<file path="src/rtl/stats_merge_avlstrm_pkg.sv">
// Payload types shared by the stats packers, this merge block and the stats register block.
package stats_merge_avlstrm_pkg;

  localparam int unsigned ADDR_W = 8;
  localparam int unsigned VAL_W  = 32;

  typedef struct packed {
    logic [ADDR_W-1:0] addr;
    logic [VAL_W-1:0]  val;
  } stats_t;

endpackage

</file>
<file path="src/rtl/stats_merge_avlstrm.sv">
// Merges NUM_IN single-beat stats_t update streams into one registered stream.
// One holding register per input, round-robin drain, and out-of-range addresses are dropped and counted.
module stats_merge_avlstrm
  import stats_merge_avlstrm_pkg::*;
#(
  parameter int unsigned NUM_IN  = 4,
  parameter int unsigned NUM_REG = 32
) (
  input  logic              clk,
  input  logic              rst,
  input  logic [NUM_IN-1:0] stats_in_valid,
  output logic [NUM_IN-1:0] stats_in_ready,
  input  stats_t            stats_in_data [NUM_IN],
  output logic              stats_out_valid,
  input  logic              stats_out_ready,
  output logic              stats_out_sop,
  output logic              stats_out_eop,
  output stats_t            stats_out_data,
  output logic [31:0]       drop_cnt
);

  localparam int unsigned GW = (NUM_IN > 1) ? $clog2(NUM_IN) : 1;

  logic [NUM_IN-1:0] hold_full_q, hold_full_d;
  stats_t            hold_data_q [NUM_IN];
  stats_t            hold_data_d [NUM_IN];
  logic              out_valid_q, out_valid_d;
  stats_t            out_data_q, out_data_d;
  logic [31:0]       drop_cnt_q, drop_cnt_d;
  logic [GW-1:0]     last_grant_q, last_grant_d;

  logic [NUM_IN-1:0] grant;
  logic [GW-1:0]     grant_idx;
  logic [GW-1:0]     idx;
  logic              found;
  logic              out_load;
  logic              accept;
  logic              in_range;
  logic [32:0]       drop_inc;
  logic [32:0]       drop_sum;

  // Round-robin search starting just after the last winner.
  always_comb begin
    grant     = '0;
    grant_idx = '0;
    idx       = '0;
    found     = 1'b0;
    for (int unsigned k = 1; k <= NUM_IN; k++) begin
      idx = GW'((32'(last_grant_q) + k) % NUM_IN);
      if (!found && hold_full_q[idx]) begin
        found     = 1'b1;
        grant_idx = idx;
      end
    end
    if (found) begin
      grant[grant_idx] = 1'b1;
    end
  end

  assign out_load = found && (!out_valid_q || stats_out_ready);

  // Input accept, hold register update and drop counting.
  always_comb begin
    hold_full_d    = hold_full_q;
    hold_data_d    = hold_data_q;
    stats_in_ready = '0;
    accept         = 1'b0;
    in_range       = 1'b0;
    drop_inc       = '0;
    for (int unsigned i = 0; i < NUM_IN; i++) begin
      stats_in_ready[i] = !hold_full_q[i] || (grant[i] && out_load);
      accept            = stats_in_valid[i] && stats_in_ready[i];
      in_range          = 32'(stats_in_data[i].addr) < NUM_REG;
      if (grant[i] && out_load) begin
        hold_full_d[i] = 1'b0;
      end
      if (accept && in_range) begin
        hold_full_d[i] = 1'b1;
        hold_data_d[i] = stats_in_data[i];
      end
      if (accept && !in_range) begin
        drop_inc = drop_inc + 33'd1;
      end
    end
    drop_sum   = 33'(drop_cnt_q) + drop_inc;
    drop_cnt_d = drop_sum[32] ? 32'hFFFF_FFFF : drop_sum[31:0];
  end

  // Output register: load on a grant, otherwise release once the beat is taken.
  always_comb begin
    out_valid_d  = out_valid_q;
    out_data_d   = out_data_q;
    last_grant_d = last_grant_q;
    if (out_load) begin
      out_valid_d  = 1'b1;
      out_data_d   = hold_data_q[grant_idx];
      last_grant_d = grant_idx;
    end else if (out_valid_q && stats_out_ready) begin
      out_valid_d = 1'b0;
    end
  end

  always_ff @(posedge clk or posedge rst) begin
    if (rst) begin
      hold_full_q  <= '0;
      for (int unsigned i = 0; i < NUM_IN; i++) begin
        hold_data_q[i] <= '0;
      end
      out_valid_q  <= 1'b0;
      out_data_q   <= '0;
      drop_cnt_q   <= '0;
      last_grant_q <= GW'(NUM_IN - 1);
    end else begin
      hold_full_q  <= hold_full_d;
      hold_data_q  <= hold_data_d;
      out_valid_q  <= out_valid_d;
      out_data_q   <= out_data_d;
      drop_cnt_q   <= drop_cnt_d;
      last_grant_q <= last_grant_d;
    end
  end

  // Every beat is a complete packet, so sop/eop mirror valid.
  assign stats_out_valid = out_valid_q;
  assign stats_out_sop   = out_valid_q;
  assign stats_out_eop   = out_valid_q;
  assign stats_out_data  = out_data_q;
  assign drop_cnt        = drop_cnt_q;

endmodule

</file>
<file path="config.mk">
export PLATFORM = sky130hd
export DESIGN_NAME = stats_merge_avlstrm
export DESIGN_NICKNAME = d
export VERILOG_FILES = /design/src/rtl/stats_merge_avlstrm_pkg.sv /design/src/rtl/stats_merge_avlstrm.sv
export SDC_FILE = /design/constraint.sdc
export NUM_CORES = 1
export LEC_CHECK = 0
export CORE_MARGIN = 10
export CORE_UTILIZATION = 28
export DETAILED_ROUTE_END_ITERATION = 16
export SYNTH_ARGS = -nofsm -noshare
export SYNTH_HDL_FRONTEND = slang
export SYNTH_SLANG_ARGS = --single-unit
</file>
<file path="constraint.sdc">
create_clock -name clk -period 11.85 [get_ports clk]
set_clock_uncertainty 0.15 [all_clocks]
set_input_delay 2.9625 -clock clk [delete_from_list [all_inputs] [get_ports clk]]
set_output_delay 2.9625 -clock clk [all_outputs]
set_load 0.1 [all_outputs]
</file>
==> out/metrics.cfg, run 1 <==
[status]
status=complete, no violations

[layout]
num-fill-cells=3716
multi_input_area_sq_mm=0.00466
regArea_sq_mm=0.00598
area_growth_pct=36.0
drive_above_1_share_pct=21.0
final_nets=1215
final_area_sq_mm=0.0148

[critical_path]
timing.rr.start=last_grant_q[1]$_DFFE_PP1P_
worstReg2RegEnd=drop_cnt[18]$_DFF_PP0_
cp-end-kind=output pin
path_class=in2out
r2r_slack_ns=6.39
reg2reg_depth=18
crit_arrival_ns=5.54
path_max_fanout=4
crit_path_start_kind=primary input
crit_required_ns=8.74

[synthesis]
synthesis.area_sq_mm=0.0109
syn-num-nets=969
synth.avg_cell_area_sq_um=13.7
yosysUniqueCellTypes=46
ys_seq_area_share_pct=55.1
synthTopCellsByArea=dfrtp_1, mux2_2, mux2i_1
postSynth.asyncResetShare_pct=100
synth_edf_count=0
synthCells=794
synth_area_leader_cell=dfrtp_1
yosysTopAreaCellShare_pct=54.6
yosys_warnings=0
ys.flop_type=dfrtp_1
ys_seq_elements=239

[flow_run]
cap_violations=0

[sta]
fin_tns_setup_ns=0
rsz0062_at_grt=false
setup_viol=0
tightest_slew_ns=1.12
clock.fmax_ghz=0.116
fin_crit_sh_pct=73.0
min_period_ns=8.65
drv_slew=0
setup_ws_ns=3.20
hold_viol_final=0
slew_headroom_pct=24.9

[power]
p_leak_nw=6.60
cellPowerDensity_mw_per_mm2=302
peakVddDrop_mv=0.205

[hold_path]
min_from=hold_data_q[39]$_DFFE_PP0P_
min_path_type=reg2reg
holdPathEnd=hold_data_q[39]$_DFFE_PP0P_
holdPathStages=1

[route]
drcViolationCount=0
num_vias=7139
drt-total-wl_microns=31200
drt_first_pass_iters=4
drtIter0Drc=296
wire_per_inst_microns=19.8
vias_per_cell=4.52
ant_nets=0

[floorplan]
chipHeight_microns=217
die_w_microns=217
rows=72
core_area_sq_mm=0.0385
io_pins=246
start_util_pct=28.2
dieArea_sq_mm=0.0471

[global_route]
antenna_found_initial=6
first_global_vias=7946
grt_max_degree=107
grt_pass1_wl_microns=48000
grt_overflow_total=0
grt_usage_pct=13.0

[cts]
ctsHoldBuffers=0
h-tree-depth=1
post-cts-setup-buffer-count=0
root_buffer=clkbuf_16
cts.sinks=239
clk_path_buf_depth=3
numCtsBuffers=29
clk_pin_slew_ns=0.06
cts-resized-gates=0
cts_tree=done
clk_latency_ns=0.56

[placement]
post-place-ws_ns=3.19
dpl.hpwl_microns=21400
gp_congestion=0.766
port_buffers=245
placed_area_sq_mm=0.0138

-- worst max-delay path, cell delays in order --
cell	delay, ns
clkdlybuf4s50_1	0.45
inv_1	0.08
a21oi_4	0.15
nand3_1	0.16
o21ai_1	0.48
clkdlybuf4s50_1	1.24
-- Yosys cell counts, drive strengths merged (2+ instances only) --
cell type,instances
a21o,2
a21oi,7
a31oi,5
and2,15
and3,9
and4,4
buf,33
clkbuf,5
dfrtp,237
dfstp,2
ha,7
inv,10
mux2,191
mux2i,123
nand2,50
nand2b,4
nand3,11
nand4,6
nor2,7
nor2b,5
nor3,7
nor4,2
o21a,3
o21ai,10
o31ai,2
or2,2
xnor2,14
xor2,11
-- sequential cells by signal (all words and copies together) (netlist names) --
signal	count
drop_cnt	32
stats_out_data	40
hold_data_q	160
last_grant_q	2
stats_out_eop	1
hold_full_q	4
-- layer usage --
| metal | GRT usage [%] | share of wire [%] | up-vias |
|---|---|---|---|
| met2 | 21.9 | 49 | 145 |
| li1 | - | - | 3327 |
| met4 | 2.94 | 1.7 | 10 |
| met5 | 0 | 0.22 | - |
| met3 | 3.87 | 5.6 | 41 |
| met1 | 16.0 | 44 | 3616 |
-- kinds of logic (layout without fill, tap and decap cells) --
kind of cell / count (synthesis) / count (layout) / share of synthesized area (%)
AOI/OAI and AO/OA: 34 / 34 / 2.34
muxes: 314 / 314 / 31.1
xor gates and xnor gates: 25 / 25 / 2.02
other: 1 / 2 / 0.0345
DFF: 239 / 239 / 55.1
and+or+nand+nor: 125 / 125 / 6.03
buffers and inverters: 48 / 313 / 2.38
adders and majority gates: 8 / 8 / 0.990
-- metrics by stage --
step	hold WS [ns]	util [%]	std cells	total power, mW
6_report	0.331	38.4	1578	4.47
5_1_grt	0.346	38.4	1578	4.74
4_1_cts	0.338	38.4	1577	4.55
3_5_place_dp	0.324	36.0	1527	3.66
3_3_place_gp	0.319	36.0	1527	3.62
2_1_floorplan	0.303	-	794	3.07
-- placed cells by master, fill, tap and decap left out, types with 5 or more instances in the layout --
cell type,Yosys,routed
clkdlybuf4s50_1,0,245
dfrtp_1,237,237
mux2_2,148,148
mux2i_1,123,123
nand2_1,50,49
mux2_1,43,43
clkbuf_16,0,29
xnor2_1,14,14
and2_1,15,14
xor2_1,11,11
inv_1,10,9
and3_1,9,9
clkinv_2,0,8
buf_4,10,8
nor3_1,7,7
nor2_1,7,7
o21ai_0,7,7
nand3_1,10,7
ha_1,7,7
nand4_1,5,5
nor2b_1,5,5
a21oi_1,6,5
a31oi_1,5,5
clkbuf_8,0,5
-- report_power, final --
part / internal (mW) / leakage, nW / switching, mW
Sequential: 1.17 / 2.94 / 0.192
Clock: 0.518 / 0.457 / 0.350
Combinational: 0.868 / 3.20 / 1.37
Total: 2.56 / 6.60 / 1.91
-- how the worst max path moves through the flow --
stage | from | endpoint
finish | stats_out_ready | stats_in_ready[2]
global route | stats_out_ready | stats_in_ready[2]
CTS | stats_out_ready | stats_in_ready[2]
detailed placement | stats_out_ready | stats_in_ready[2]
global placement | stats_out_ready | stats_in_ready[2]
floorplan | rst | drop_cnt[0]$_DFF_PP0_
-- area by class of cell --
cell class                 instances  area share (%)
sequential                       239            40.5
multi-input combinational        507            31.5
timing repair buffer             253            17.0
clock buffer                      37            5.45
tap                              518            4.39
clock inverter                    13           0.830
inverter                          10           0.305
antenna                            1          0.0169
(Power assumes the default switching activity.)
==> run 2: changes to the inputs <==
- clock period: 11.85 -> 7.6 ns (I/O delays scaled with it)
==> run 2 against run 1 <==
Combinational power is 56% higher. Critical path depth is 12 higher. Clock-buffer cell count increased by 3. Via count grew 0.13%. Clock power increased by 56%. Total power rose by 56%. Non-clock buffer count up 2. Largest power group unchanged. Die area unchanged.
==> out/metrics.cfg, run 2 (synthesized netlist as in run 1, its figures left out) <==
[sta]
drv_slew=0  ; unchanged
setup_viol=0  ; unchanged
fin_crit_sh_pct=78.6
fin_tns_setup_ns=0  ; unchanged
setup_ws_ns=1.63  ; was 3.20 ns
rsz0062_at_grt=false  ; unchanged
hold_viol_final=0  ; unchanged
tightest_slew_ns=1.04  ; was 1.12 ns
slew_headroom_pct=30.1  ; was 24.9%
min_period_ns=5.97
clock.fmax_ghz=0.167

[global_route]
use_met1_pct=15.5  ; was 16.0%
first_global_vias=7850  ; was 7,946
grt_max_degree=169  ; was 107
grt_usage_pct=13.1  ; was 13.0%
grt_pass1_wl_microns=48100  ; was 48,000 microns
met2_usage_pct=23.1  ; was 21.9%
use_met3_pct=3.20  ; was 3.87%
grt-busiest-layer=met2  ; unchanged
antenna_found_initial=6  ; unchanged
grt_overflow_total=0  ; unchanged

[placement]
post-place-ws_ns=1.10  ; was 3.19 ns
dpl.hpwl_microns=21500  ; was 21,400 microns
port_buffers=245  ; unchanged
gp_congestion=0.771  ; was 0.766

[route]
drcViolationCount=0  ; unchanged
num_vias=7148  ; was 7,139
ant_nets=0  ; unchanged
drt_first_pass_iters=6  ; was 4
vias_per_cell=4.51  ; was 4.52
wire_per_inst_microns=19.9  ; was 19.8 microns
drtIter0Drc=359  ; was 296
drt-total-wl_microns=31600  ; was 31,200 microns

[cts]
post-cts-setup-buffer-count=0  ; unchanged
cts_tree=done  ; unchanged
cts.sinks=239  ; unchanged
clk_pin_slew_ns=0.06  ; about the same
clk_latency_ns=0.55  ; was 0.56 ns
numCtsBuffers=29  ; unchanged
clk_path_buf_depth=3  ; unchanged
h-tree-depth=1  ; unchanged
root_buffer=clkbuf_16  ; unchanged
cts-resized-gates=0  ; unchanged
ctsHoldBuffers=0  ; unchanged

[floorplan]
dieArea_sq_mm=0.0471  ; unchanged
core_area_sq_mm=0.0385  ; unchanged
die_w_microns=217  ; unchanged
start_util_pct=28.2  ; unchanged
rows=72  ; unchanged
io_pins=246  ; unchanged
chipHeight_microns=217  ; unchanged

[critical_path]
crit_required_ns=7.86  ; was 8.74 ns
path_class=in2reg  ; was in2out
crit_path_start_kind=primary input  ; unchanged
crit_arrival_ns=6.23  ; was 5.54 ns
path_max_fanout=6  ; was 4
cp-end-kind=register  ; was output pin

[layout]
final_nets=1217  ; was 1,215
area_growth_pct=36.3  ; was 36.0%
final_cell_mix=clkdlybuf4s50_1, dfrtp_1, mux2_2, mux2i_1, nand2_1  ; unchanged
drive_above_1_share_pct=21.4  ; was 21.0%
final_common_cell=clkdlybuf4s50_1  ; unchanged
num-fill-cells=3739  ; was 3,716
largest_reg_flops=160  ; unchanged
top_register=hold_data_q  ; unchanged

[power]
pwr-share-clk_pct=19.3  ; was 19.4%
p_sw_share_pct=42.8  ; about the same
seq_power_share_pct=30.5  ; about the same
p_leak_nw=6.62  ; was 6.60 nW
p_switching_mw=2.99  ; was 1.91 mW
combinationalPowerShare_pct=50.2  ; was 50.1%
cellPowerDensity_mw_per_mm2=472  ; was 302 mW/mm^2
peakVddDrop_mv=0.261  ; was 0.205 mV
power.internal_mw=3.99  ; was 2.56 mW

[flow_run]
cap_violations=0  ; unchanged

[hold_path]
min_path_type=reg2reg  ; unchanged

[status]
status=complete, no violations  ; unchanged

## run 2: critical path, cell delays in order
cell,delay [ns]
clkdlybuf4s50_1,0.46
inv_1,0.08
a21o_1,0.28
o31ai_4,0.28
nand2_1,0.11
or2_2,0.28
ha_1,0.20
mux2i_1,0.23
ha_1,0.18
and4_1,0.19
xnor2_1,0.13
ha_1,0.27
nor2b_1,0.15
o21ai_0,0.70
nand2_1,0.32
and3_1,0.29
xnor2_1,0.13
nand2_1,0.07
## run 2: layout make-up
cell class              instances  area (sq um)  area share (%)
clock buffers                  40           817            5.52
well taps                     518           648            4.38
clock inverters                12           118           0.794
diodes                          3          7.51          0.0507
flip-flops and latches        239          5980            40.4
repair buffers                255          2530            17.1
multi-input cells             507          4660            31.5
inverters                      10          41.3           0.279
## run 2: final timing paths
check | startpoint | to | slack, ns | cells after the start
min in group asynchronous | rst | hold_data_q[5]$_DFFE_PP0P_ | 1.43 | 2
max in group asynchronous | rst | hold_data_q[20]$_DFFE_PP0P_ | 4.75 | 3
hold reg to reg | hold_data_q[119]$_DFFE_PP0P_ | hold_data_q[119]$_DFFE_PP0P_ | 0.33 | 1
setup / recovery | stats_out_ready | drop_cnt[6]$_DFF_PP0_ | 1.63 | 18
hold / removal | hold_data_q[119]$_DFFE_PP0P_ | hold_data_q[119]$_DFFE_PP0P_ | 0.33 | 1
setup reg to reg | last_grant_q[1]$_DFFE_PP1P_ | drop_cnt[6]$_DFF_PP0_ | 2.44 | 16
## run 2: stage by stage
stage	cell area (sq um)	hold WS [ns]	util [%]	cells	power [mW]
after floorplan	10900	0.303	-	794	4.79
after global placement	13900	0.318	36.0	1529	5.66
after detailed placement	13900	0.320	36.0	1529	5.73
after CTS	14800	0.336	38.5	1581	7.11
after global routing	14800	0.347	38.5	1583	7.40
final	14800	0.331	38.5	1584	6.98
## run 2: power groups by stage
stage | registers, mW | logic, mW | clock network [mW]
after floorplan | 2.98 | 1.82 | 0
after global placement | 2.14 | 3.53 | 0
after detailed placement | 2.16 | 3.57 | 0
after CTS | 2.14 | 3.58 | 1.40
after global routing | 2.20 | 3.76 | 1.45
final | 2.13 | 3.50 | 1.35
## run 2: metal layers
metal  part of all wire, %  vias up
met4                   2.0        6
met5                  0.15        -
met1                    42     3614
li1                      -     3332
met3                   5.4       40
met2                    51      156
